<file path="src/rtl/matmul_pkg.sv">
// Shared constants, stream state encoding and element-slice helper for the 4x4 matrix multiplier family.
// MATRIX_STREAM_CHECKSUM_EN adds the CSUM state to the stream state encoding.
package matmul_pkg;
    localparam int MM_N     = 4;
    localparam int MM_W     = 16;
    localparam int MM_IDX_W = $clog2(MM_N);

`ifdef MATRIX_STREAM_CHECKSUM_EN
    typedef enum logic [1:0] {
        ST_IDLE   = 2'd0,
        ST_STREAM = 2'd1,
        ST_CSUM   = 2'd2
    } stream_state_e;
`else
    typedef enum logic [1:0] {
        ST_IDLE   = 2'd0,
        ST_STREAM = 2'd1
    } stream_state_e;
`endif

    // Bit offset of element (i,j) inside a flattened row-major n x n matrix of w-bit elements.
    function automatic int elem_off(input int i, input int j, input int n, input int w);
        return (i * n + j) * w;
    endfunction
endpackage

</file>
<file path="src/rtl/matrix_result_streamer_if.sv">
// Valid/ready element stream carrying one matrix element per beat with its row/column tag.
interface matrix_result_streamer_if #(
    parameter int W     = 16,
    parameter int IDX_W = 2
);
    logic [W-1:0]     m_data;
    logic             m_valid;
    logic             m_ready;
    logic             m_last;
    logic [IDX_W-1:0] m_row;
    logic [IDX_W-1:0] m_col;

    modport master (output m_data, output m_valid, output m_last, output m_row, output m_col,
                    input m_ready);
    modport slave  (input m_data, input m_valid, input m_last, input m_row, input m_col,
                    output m_ready);
endinterface

</file>
<file path="src/rtl/matrix_result_streamer.sv">
// Captures the multiplier's C matrix on mm_done and streams it row-major over a valid/ready handshake.
// MATRIX_STREAM_CHECKSUM_EN appends an XOR checksum beat after the last element.
module matrix_result_streamer
    import matmul_pkg::*;
#(
    parameter int N = MM_N,
    parameter int W = MM_W
) (
    input  logic                     clk,
    input  logic                     rst,
    input  logic                     mm_done,
    input  logic [N*N*W-1:0]         mm_c,
    matrix_result_streamer_if.master strm,
    output logic                     busy,
    output logic                     err_drop
);
    localparam int IDX_W = $clog2(N);
    localparam int CNT_W = 2 * IDX_W;
    localparam logic [CNT_W-1:0] LAST_K = CNT_W'(N * N - 1);

    stream_state_e    state_q, state_d;
    logic [CNT_W-1:0] cnt_q, cnt_d;
    logic [N*N*W-1:0] buf_q, buf_d;
    logic             err_drop_q, err_drop_d;
    logic             fire, final_hs, capture;
    logic [IDX_W-1:0] row, col;

`ifdef MATRIX_STREAM_CHECKSUM_EN
    logic [W-1:0] csum_q, csum_d;

    function automatic logic [W-1:0] xor_fold(input logic [N*N*W-1:0] c);
        logic [W-1:0] acc;
        acc = '0;
        for (int k = 0; k < N * N; k++) acc = acc ^ c[k*W +: W];
        return acc;
    endfunction
`endif

    always_ff @(posedge clk) begin
        if (rst) state_q <= ST_IDLE;
        else     state_q <= state_d;
    end

    always_ff @(posedge clk) begin
        if (rst) begin
            cnt_q      <= '0;
            err_drop_q <= 1'b0;
        end else begin
            cnt_q      <= cnt_d;
            err_drop_q <= err_drop_d;
        end
    end

    // Element buffer carries data only, so it is left out of reset.
    always_ff @(posedge clk) begin
        buf_q <= buf_d;
`ifdef MATRIX_STREAM_CHECKSUM_EN
        csum_q <= csum_d;
`endif
    end

    always_comb begin
        state_d = state_q;
        unique case (state_q)
            ST_IDLE:   if (mm_done) state_d = ST_STREAM;
`ifdef MATRIX_STREAM_CHECKSUM_EN
            ST_STREAM: if (fire && cnt_q == LAST_K) state_d = ST_CSUM;
            ST_CSUM:   if (fire) state_d = mm_done ? ST_STREAM : ST_IDLE;
`else
            ST_STREAM: if (fire && cnt_q == LAST_K) state_d = mm_done ? ST_STREAM : ST_IDLE;
`endif
            default:   state_d = ST_IDLE;
        endcase
    end

    // A new matrix is accepted only when idle or on the handshake of the final beat.
    always_comb begin
        fire       = strm.m_valid && strm.m_ready;
`ifdef MATRIX_STREAM_CHECKSUM_EN
        final_hs   = fire && (state_q == ST_CSUM);
`else
        final_hs   = fire && (state_q == ST_STREAM) && (cnt_q == LAST_K);
`endif
        capture    = mm_done && ((state_q == ST_IDLE) || final_hs);
        err_drop_d = err_drop_q | (mm_done && !capture);
        buf_d      = capture ? mm_c : buf_q;
        cnt_d      = cnt_q;
        if (capture)
            cnt_d = '0;
        else if (fire && (state_q == ST_STREAM) && (cnt_q != LAST_K))
            cnt_d = cnt_q + CNT_W'(1);
`ifdef MATRIX_STREAM_CHECKSUM_EN
        csum_d     = capture ? xor_fold(mm_c) : csum_q;
`endif
    end

    always_comb begin
        row          = cnt_q[CNT_W-1:IDX_W];
        col          = cnt_q[IDX_W-1:0];
        strm.m_valid = (state_q != ST_IDLE);
        strm.m_row   = row;
        strm.m_col   = col;
        strm.m_data  = '0;
        strm.m_last  = 1'b0;
        if (state_q == ST_STREAM)
            strm.m_data = buf_q[elem_off(int'(row), int'(col), N, W) +: W];
`ifdef MATRIX_STREAM_CHECKSUM_EN
        if (state_q == ST_CSUM) begin
            strm.m_data = csum_q;
            strm.m_last = 1'b1;
        end
`else
        strm.m_last = (state_q == ST_STREAM) && (cnt_q == LAST_K);
`endif
        busy         = strm.m_valid;
        err_drop     = err_drop_q;
    end
endmodule

</file>
<file path="src/flat_wrapper.sv">
// flat-port wrapper written by rule: the top's interface ports become plain ports
module matrix_result_streamer_flat import matmul_pkg::*;
#(
    parameter int N = MM_N,
    parameter int W = MM_W
)
  (clk, rst, mm_done, mm_c, busy, err_drop, strm_m_data, strm_m_valid, strm_m_last, strm_m_row, strm_m_col, strm_m_ready);
  matrix_result_streamer_if #(.W(W), .IDX_W(2)) strm_i ();
  input  logic clk;
  input  logic rst;
  input  logic mm_done;
  input  logic [N*N*W-1:0] mm_c;
  output logic busy;
  output logic err_drop;
  output wire logic [$bits(strm_i.m_data)-1:0] strm_m_data;
  output wire logic [$bits(strm_i.m_valid)-1:0] strm_m_valid;
  output wire logic [$bits(strm_i.m_last)-1:0] strm_m_last;
  output wire logic [$bits(strm_i.m_row)-1:0] strm_m_row;
  output wire logic [$bits(strm_i.m_col)-1:0] strm_m_col;
  input wire logic [$bits(strm_i.m_ready)-1:0] strm_m_ready;
  assign strm_m_data = strm_i.m_data;
  assign strm_m_valid = strm_i.m_valid;
  assign strm_m_last = strm_i.m_last;
  assign strm_m_row = strm_i.m_row;
  assign strm_m_col = strm_i.m_col;
  assign strm_i.m_ready = strm_m_ready;
  matrix_result_streamer #(.N(N), .W(W)) u_core (.clk(clk), .rst(rst), .mm_done(mm_done), .mm_c(mm_c), .strm(strm_i), .busy(busy), .err_drop(err_drop));
endmodule
</file>
<file path="config.mk">
export PLATFORM = sky130hd
export DESIGN_NAME = matrix_result_streamer_flat
export DESIGN_NICKNAME = d
export VERILOG_FILES = /design/src/rtl/matmul_pkg.sv /design/src/rtl/matrix_result_streamer_if.sv /design/src/rtl/matrix_result_streamer.sv /design/src/flat_wrapper.sv
export SDC_FILE = /design/constraint.sdc
export NUM_CORES = 1
export LEC_CHECK = 0
export CAP_MARGIN = 20
export CELL_PAD_IN_SITES_DETAIL_PLACEMENT = 0
export CELL_PAD_IN_SITES_GLOBAL_PLACEMENT = 2
export CORE_ASPECT_RATIO = 1.5
export CORE_MARGIN = 2
export CORE_UTILIZATION = 31
export CTS_BUF_LIST = sky130_fd_sc_hd__clkbuf_16
export DETAILED_ROUTE_END_ITERATION = 7
export PLACE_DENSITY = 0.84
export SLEW_MARGIN = 30
export SYNTH_ARGS = -nofsm -noshare
export SYNTH_HDL_FRONTEND = slang
export SYNTH_SLANG_ARGS = --single-unit
</file>
<file path="constraint.sdc">
create_clock -name clk -period 7.4 [get_ports clk]
set_input_delay 0.74 -clock clk [delete_from_list [all_inputs] [get_ports clk]]
set_output_delay 0.74 -clock clk [all_outputs]
set_load 0.02 [all_outputs]
</file>
==> results of run 1 <==
==> sequential cells by signal (all words and copies together), names as in the netlist <==
signal           flops
u_core.buf_q       256
u_core.cnt_q         4
u_core.err_drop      1
u_core.state_q       1
==> power by group through the flow <==
stage          clock network, mW  registers [mW]  logic (mW)
3_5_place_dp                   0            1.78       0.293
4_1_cts                     1.26            1.75       0.293
2_1_floorplan                  0            1.78       0.103
3_3_place_gp                   0            1.78       0.287
5_1_grt                     1.32            1.76       0.308
6_report                    1.22            1.75       0.290
==> metal layers <==
layer	share of wire	global-route usage	vias to the layer above
met3	0.052	0.0299	52
met1	0.34	0.151	2999
met4	0.033	0.0600	4
met5	0.00098	0	-
met2	0.57	0.306	217
li1	-	-	2836
==> logic make-up after synthesis <==
| logic type | Yosys count | synth area share |
|---|---|---|
| DFF | 262 | 0.759 |
| muxes | 127 | 0.126 |
| AOI/OAI and AO/OA | 85 | 0.0620 |
| and+or+nand+nor | 57 | 0.0242 |
| buffers and inverters | 34 | 0.0253 |
| xor gates and xnor gates | 2 | 0.00170 |
| adders and majority gates | 1 | 0.00122 |
==> how the worst max path moves through the flow <==
stage / to / slack, ns / cells after the start
global placement: strm_m_data[7] / 3.40 / 6
detailed placement: strm_m_data[8] / 3.40 / 6
global route: strm_m_data[8] / 2.68 / 6
floorplan: u_core.buf_q[0] / 2.75 / 4
finish: strm_m_data[8] / 2.86 / 6
CTS: strm_m_data[8] / 2.82 / 6
==> final cells by class <==
cell class,count,area (µm²)
timing repair buffer,289,2900
inverter,1,3.75
sequential,262,7820
clock inverter,18,140
multi-input combinational,272,2240
fill,2964,18400
tap,415,519
antenna,3,7.51
clock buffer,25,626
==> tightest hold or removal path, cell delays in order, from the launching register on <==
cell	delay (ns)
dfxtp_1	0.34
a31oi_1	0.05
nor2_1	0.07
==> layout by cell type, fill, tap and decap left out, drive strengths merged, types with 2 or more instances in the layout <==
master         instances
clkdlybuf4s50        283
edfxtp               256
mux2i                125
a22oi                 60
nand2                 36
clkbuf                25
o22ai                 15
nor2                   9
inv                    8
clkinv                 7
buf                    6
dfxtp                  6
nor2b                  5
diode                  3
a31oi                  3
and2                   3
mux4                   2
nor3                   2
xnor2                  2
clkinvlp               2
bufinv                 2
a221oi                 2
o21ai                  2
==> results.toml, run 1 <==
[global_route]
grt_max_degree = 129
grt_pass1_vias = 6514
grtUsageTotal = 0.152
grt_pass1_wl_um = 38700
antenna_found_initial = 6
gr-total-overflow = 0

[critical_path]
rr_startpoint = "u_core.cnt_q[1]"
crit_buf_inv = 2
cp.required_ns = 6.66
timing.reg2reg.setup_slack_ns = 3.99
critical_path.startpoint = "u_core.cnt_q[2]"
crit_type = "flip-flop to primary output"
reg2reg_to = "u_core.buf_q[200]"
path_delay_family = "buffers and inverters"
cp_cell_sequence = "buf_4, and2_1, a22oi_1, nand2_1, o22ai_1, clkdlybuf4s50_1"
critPathMaxFanout = 46
cp_data_arrival_time_ns = 3.80
startpoint_type = "flip-flop"
reg2reg_depth = 6
crit_slowest_cell = "and2_1"
end_kind = "primary output"
crit_path_max_incr_delay_ns = 0.83

[place]
io_buffers = 283
place_area_um2 = 13500
dpl.hpwl_um = 19900
finalWeightedCongestion = 0.824
place_ws_ns = 3.40
dpl.cell_count = 1239

[cts]
post_cts_buffers = 0
clock_tree.buffer_depth = 3
insertion_delay_ns = 0.54
cts_tree = "done"
htreeDepth = 1
cts_sinks = 262
cts.repair.resized = 0
hold_buffers = 0
numCtsBuffers = 25
path_clk_slew_ns = 0.07
root_buffer = "clkbuf_16"

[synth]
netlist_top_cells_area = "edfxtp_1 (75%), mux2i_1 (12%), a22oi_1 (4.4%)"
mappedNetlistArea_um2 = 10300
synth-edff-count = 256
yosysUniqueCellTypes = 32
synth_seq_area_share = 0.759
synth_nets = 829
ys_warn_count = 0
async_reset_ff_frac = 0
syn_area_per_cell_um2 = 18.1
synthTopCellsByCount = "edfxtp_1 (256), mux2i_1 (125), a22oi_1 (60)"
synth_top_area_cell = "edfxtp_1"
synthCells = 568
synth_most_common_cell = "edfxtp_1"
synth-main-ff-cell = "edfxtp_1"
synth-seq-cells = 262
synth_top_area_share = 0.748

[drt]
wl_per_cell_um = 21.5
drc = 0
vias = 6108
drt_iter0_drc = 324
via_per_inst = 4.75
route.final.wire_length_um = 27600
first_pass_iters = 4
antenna_left = 0

[die]
rows = 81
core_um2 = 32600
initial_core_util = 0.315
die_h_um = 227
io_pins = 284
die-area_um2 = 34700
die_w_um = 153

[finish]
fin_nets = 1112
final-instance-count-excl-fill = 1285
final_util = 0.437
drive_gt1_frac = 0.0611
area_delta_synth_final_pct = 38.7
fin_area_um2 = 14300

[power_and_ir_drop]
internal_power_mw = 2.58
p_leak_nw = 4.62
power_switching_uw = 680
pwr-share-clk = 0.374
switching_share = 0.209
total_power_mw = 3.26
power_density_nw_per_um2 = 229
ir_drop_mv = 0.166
power_frac_comb = 0.089
power_frac_seq = 0.537

[sta]
setup_viol = 0
grt_setup_unrepaired = "false"
max_clock_freq_ghz = 0.220
holdWs_ns = 0.501
worstMarginPinSlew_ns = 0.949
setup_ws_ns = 2.86
maxSlewViolCount = 0
period_needed_ns = 4.54
finalCritPeriodShare = 0.613
max-slew-margin-rel = 0.368
fin_tns_setup_ns = 0
clock_skew_ns = 0.0249
finalHoldViolations = 0

[run]
cap_violations = 0

[min_path]
worstHoldStart = "u_core.err_drop"
hold_path_depth = 2
worstHoldPathType = "flip-flop to flip-flop"
min_delay_worst_endpoint = "u_core.err_drop"

[run_status]
outcome = "finished, final reports clean"
No activity file was read; power rests on OpenSTA's default activity.
==> inputs of run 2 (changes only) <==
Clock period 7.4 ns to 4 ns, I/O delays scaled along.
==> run 2 against run 1 <==
Combinational power rose by 92%. Clock-buffer cell count is 2 higher. Critical path depth fell by 1. Clock power is 99% higher. Final cell count is 0.93% higher. Flip-flop and latch count unchanged. Utilization up 0.53 points. Total power grew 91%. Design area grew 1.2%. Non-clock buffer count is 5 higher. Largest cell class unchanged. Highest routed layer unchanged.
==> results.toml, run 2 (same netlist as run 1, synthesis figures left out) <==
[finish]
area_delta_synth_final_pct = 40.3
fin_nets = 1119
regMostFlops = "u_core.buf_q"
mostFrequentLayoutCells = "clkdlybuf4s50_1 (283), edfxtp_1 (256), mux2i_1 (125)"
largest_reg_flops = 256
reg_top3 = "u_core.buf_q x256, u_core.cnt_q x4"
drive_gt1_frac = 0.0753
final_util = 0.442
final_common_cell = "clkdlybuf4s50_1"
final-instance-count-excl-fill = 1297

[sta]
setup_viol = 0
setup_ws_ns = 0.261
finalCritPeriodShare = 0.935
maxSlewViolCount = 0
max-slew-margin-rel = 0.361
period_needed_ns = 3.74
fin_tns_setup_ns = 0
clock_skew_ns = 0.0244
holdWs_ns = 0.391
grt_setup_unrepaired = "false"
finalHoldViolations = 0
max_clock_freq_ghz = 0.267
worstMarginPinSlew_ns = 0.957

[power_and_ir_drop]
power_density_nw_per_um2 = 432
p_leak_nw = 4.70
internal_power_mw = 4.88
power_frac_seq = 0.520
switching_share = 0.216
ir_drop_mv = 0.316
pwr-share-clk = 0.391
power_switching_mw = 1.35
power_frac_comb = 0.090

[critical_path]
cp_data_arrival_time_ns = 3.34
rr_startpoint = "u_core.cnt_q[1]"
reg2reg_depth = 5
endpoint = "strm_m_data[4]"
timing.reg2reg.setup_slack_ns = 1.08
critPathMaxFanout = 16
end_kind = "primary output"
startpoint_type = "flip-flop"
critical_path.startpoint = "u_core.cnt_q[1]"
cp.required_ns = 3.60
reg2reg_to = "u_core.buf_q[174]"
crit_type = "flip-flop to primary output"

[global_route]
grtUsageTotal = 0.159
grt_pass1_wl_um = 40400
antenna_found_initial = 7
gr-total-overflow = 0
grt_pass1_vias = 6517
grt_max_degree = 46

[die]
die_w_um = 153
initial_core_util = 0.315
die_h_um = 227
core_um2 = 32600
die-area_um2 = 34700
io_pins = 284
rows = 81

[place]
place_ws_ns = 0.729
dpl.hpwl_um = 21400
dpl.cell_count = 1244
io_buffers = 283
finalWeightedCongestion = 0.775

[cts]
htreeDepth = 1
insertion_delay_ns = 0.56
clock_tree.buffer_depth = 3
cts_tree = "done"
path_clk_slew_ns = 0.07
post_cts_buffers = 0
numCtsBuffers = 27
hold_buffers = 0
root_buffer = "clkbuf_16"
cts_sinks = 262
cts.repair.resized = 0

[run]
cap_violations = 0

[drt]
wl_per_cell_um = 22.0
vias = 6120
first_pass_iters = 5
drc = 0
drt_iter0_drc = 348
antenna_left = 0
via_per_inst = 4.72
route.final.wire_length_um = 28600

[run_status]
outcome = "finished, final reports clean"

[min_path]
worstHoldPathType = "input pin to flip-flop"
-- run 2: cell count changes in the layout (fill, tap and decap cells not counted), sizes merged --
cell / before / now
buf: 6 / 11
clkbuf: 25 / 27
clkinv: 7 / 11
clkinvlp: 2 / 3
diode: 3 / 5
inv: 8 / 6
-- run 2: worst min path at each step --
stage                   endpoint       startpoint  slack, ns  depth (start not counted)
2_1_floorplan    u_core.err_drop              rst       0.47                          1
3_3_place_gp     u_core.err_drop  u_core.err_drop       0.46                          2
3_5_place_dp     u_core.err_drop  u_core.err_drop       0.46                          2
4_1_cts         u_core.buf_q[86]         mm_c[86]       0.37                          1
5_1_grt        u_core.buf_q[172]        mm_c[172]       0.37                          1
6_report        u_core.buf_q[86]         mm_c[86]       0.39                          1
-- run 2: layout make-up --
class / instances / area [µm²]
antenna: 5 / 12.5
clock buffer: 27 / 676
clock inverter: 21 / 176
fill: 2945 / 18200
inverter: 1 / 3.75
multi-input combinational: 272 / 2230
sequential: 262 / 7820
tap: 415 / 519
timing repair buffer: 294 / 2990
-- run 2: worst max-delay path, stage by stage, from the launching register on --
cell,delay [ns]
dfxtp_1,0.79
and2_1,0.83
a22oi_1,0.35
nand2_1,0.15
o22ai_1,0.09
clkdlybuf4s50_1,0.59
-- run 2: power by group through the flow --
stage	Combinational, mW	Clock, mW	Sequential (mW)
finish	0.558	2.43	3.24
global route	0.594	2.60	3.25
CTS	0.564	2.50	3.24
detailed placement	0.562	0	3.30
global placement	0.559	0	3.29
floorplan	0.191	0	3.29
-- run 2: metal layers --
layer  routed length (µm)  vias up  share of wire  track usage
met3                 1550       63          0.054       0.0282
met5                   16        -        0.00056            0
met2                15300      218           0.53        0.297
met1                10700     2987           0.37        0.179
li1                     -     2850              -            -
met4                 1080        2          0.038       0.0672
-- run 2: per-stage QoR --
step                area, µm²  total power, mW
global route            14400             6.45
CTS                     14400             6.31
detailed placement      13600             3.86
finish                  14400             6.23
floorplan               10300             3.48
global placement        13600             3.85
==> inputs of run 3 (changes only) <==
Settings changed: GPL_TIMING_DRIVEN from default to 0.
==> run 3 against run 2 <==
Flip-flop and latch count stayed put. Clock skew is 0.015 ns lower. Clock power hardly changed. Critical path depth is 2 higher. Global-route usage is 0.35 points lower. Final cell count is 2.1% higher. Worst hold slack better by 0.017 ns. Total power is 0.37% lower. Critical endpoint is now strm_m_data[12]. Largest cell class unchanged.
==> results.toml, run 3 (same netlist as run 1, synthesis figures left out) <==
[cts]
hold_buffers = 0
root_buffer = "clkbuf_16"
cts.repair.resized = 0
numCtsBuffers = 26
htreeDepth = 1
insertion_delay_ns = 0.54
post_cts_buffers = 0
cts_sinks = 262
clock_tree.buffer_depth = 3
cts_tree = "done"
path_clk_slew_ns = 0.07

[power_and_ir_drop]
power_frac_comb = 0.090
total_power_mw = 6.21
internal_power_mw = 4.93
power_frac_seq = 0.520
power_switching_mw = 1.28
pwr-share-clk = 0.390
p_leak_nw = 4.83
power_density_nw_per_um2 = 425
ir_drop_mv = 0.316
switching_share = 0.206

[global_route]
grt_pass1_wl_um = 39900
grt_max_degree = 51
grt_pass1_vias = 6580
grtUsageTotal = 0.156
antenna_found_initial = 5
gr-total-overflow = 0

[drt]
antenna_left = 0
first_pass_iters = 5
wl_per_cell_um = 21.1
route.final.wire_length_um = 27900
drc = 0
vias = 6145
via_per_inst = 4.64
drt_iter0_drc = 312

[sta]
setup_viol = 0
period_needed_ns = 3.33
finalCritPeriodShare = 0.831
grt_setup_unrepaired = "false"
clock_skew_ns = 0.00944
max_clock_freq_ghz = 0.301
finalHoldViolations = 0
max-slew-margin-rel = 0.544
fin_tns_setup_ns = 0
worstMarginPinSlew_ns = 0.682
maxSlewViolCount = 0
setup_ws_ns = 0.674

[critical_path]
critPathMaxFanout = 10
crit_buf_inv = 3
crit_slowest_cell = "clkdlybuf4s50_1"
startpoint_type = "flip-flop"
cp_cell_sequence = "buf_4, nor2b_1, buf_2, a22oi_1, nand2_1, o22ai_1, clkdlybuf4s50_1"
crit_path_max_incr_delay_ns = 0.63
cp_data_arrival_time_ns = 2.93
end_kind = "primary output"
path_delay_family = "buffers and inverters"
cp.required_ns = 3.60
crit_type = "flip-flop to primary output"

[run]
cap_violations = 0

[finish]
fin_nets = 1145
final_util = 0.447
final_common_cell = "clkdlybuf4s50_1"
reg_top3 = "u_core.buf_q x256, u_core.cnt_q x4"
mostFrequentLayoutCells = "clkdlybuf4s50_1 (283), edfxtp_1 (256), mux2i_1 (125)"
area_delta_synth_final_pct = 42.0
drive_gt1_frac = 0.0831
final-instance-count-excl-fill = 1324
fillers = 2917
regMostFlops = "u_core.buf_q"
largest_reg_flops = 256

[die]
die_w_um = 153
rows = 81
die-area_um2 = 34700
initial_core_util = 0.315
die_h_um = 227
core_um2 = 32600
io_pins = 284

[place]
io_buffers = 283
finalWeightedCongestion = 0.810
dpl.cell_count = 1271
dpl.hpwl_um = 21400
place_ws_ns = 1.18

[min_path]
worstHoldPathType = "input pin to flip-flop"

[run_status]
outcome = "finished, final reports clean"
run 3: changes by cell type in the layout (fill, tap and decap cells not counted), sizes merged:
cell,change
clkbuf,+7
inv,-1
clkinvlp,-2
bufinv,+1
buf,+20
diode,+2
run 3: power groups by stage:
stage | Clock, mW | Sequential (mW) | Combinational [mW]
global route | 2.59 | 3.24 | 0.599
global placement | 0 | 3.30 | 0.538
finish | 2.42 | 3.23 | 0.559
CTS | 2.49 | 3.23 | 0.568
detailed placement | 0 | 3.29 | 0.566
floorplan | 0 | 3.29 | 0.191
run 3: path summary, 6_finish.rpt:
kind                         from           endpoint  slack (ns)  depth (start not counted)
setup / recovery  u_core.cnt_q[1]    strm_m_data[12]        0.67                          7
hold / removal          mm_c[104]  u_core.buf_q[104]        0.41                          1
setup reg to reg  u_core.cnt_q[1]  u_core.buf_q[200]        1.46                          6
hold reg to reg   u_core.err_drop    u_core.err_drop        0.48                          2
run 3: cell type report:
class | instances | area (µm²) | share of cell area
flip-flops and latches | 262 | 7810 | 0.535
repair buffers | 288 | 2940 | 0.201
multi-input cells | 272 | 2210 | 0.152
clock buffers | 27 | 676 | 0.0463
well taps | 415 | 519 | 0.0356
plain buffers | 33 | 256 | 0.0176
clock inverters | 19 | 161 | 0.0111
diodes | 7 | 17.5 | 0.00120
inverters | 1 | 3.75 | 0.000257
run 3: per-layer routing:
layer  vias to the layer above  GRT usage  routed length (µm)
met5                         -          0                   0
met4                         0     0.0693                 996
met3                        48     0.0306                1730
met2                       216      0.301               15500
met1                      2974      0.162                9730
li1                       2907          -                   -
run 3: per-stage QoR:
stage               instance area (µm²)  hold WS [ns]
floorplan                         10300         0.472
detailed placement                13700         0.479
CTS                               14600         0.375
global route                      14600         0.390
global placement                  13600         0.458
finish                            14600         0.408
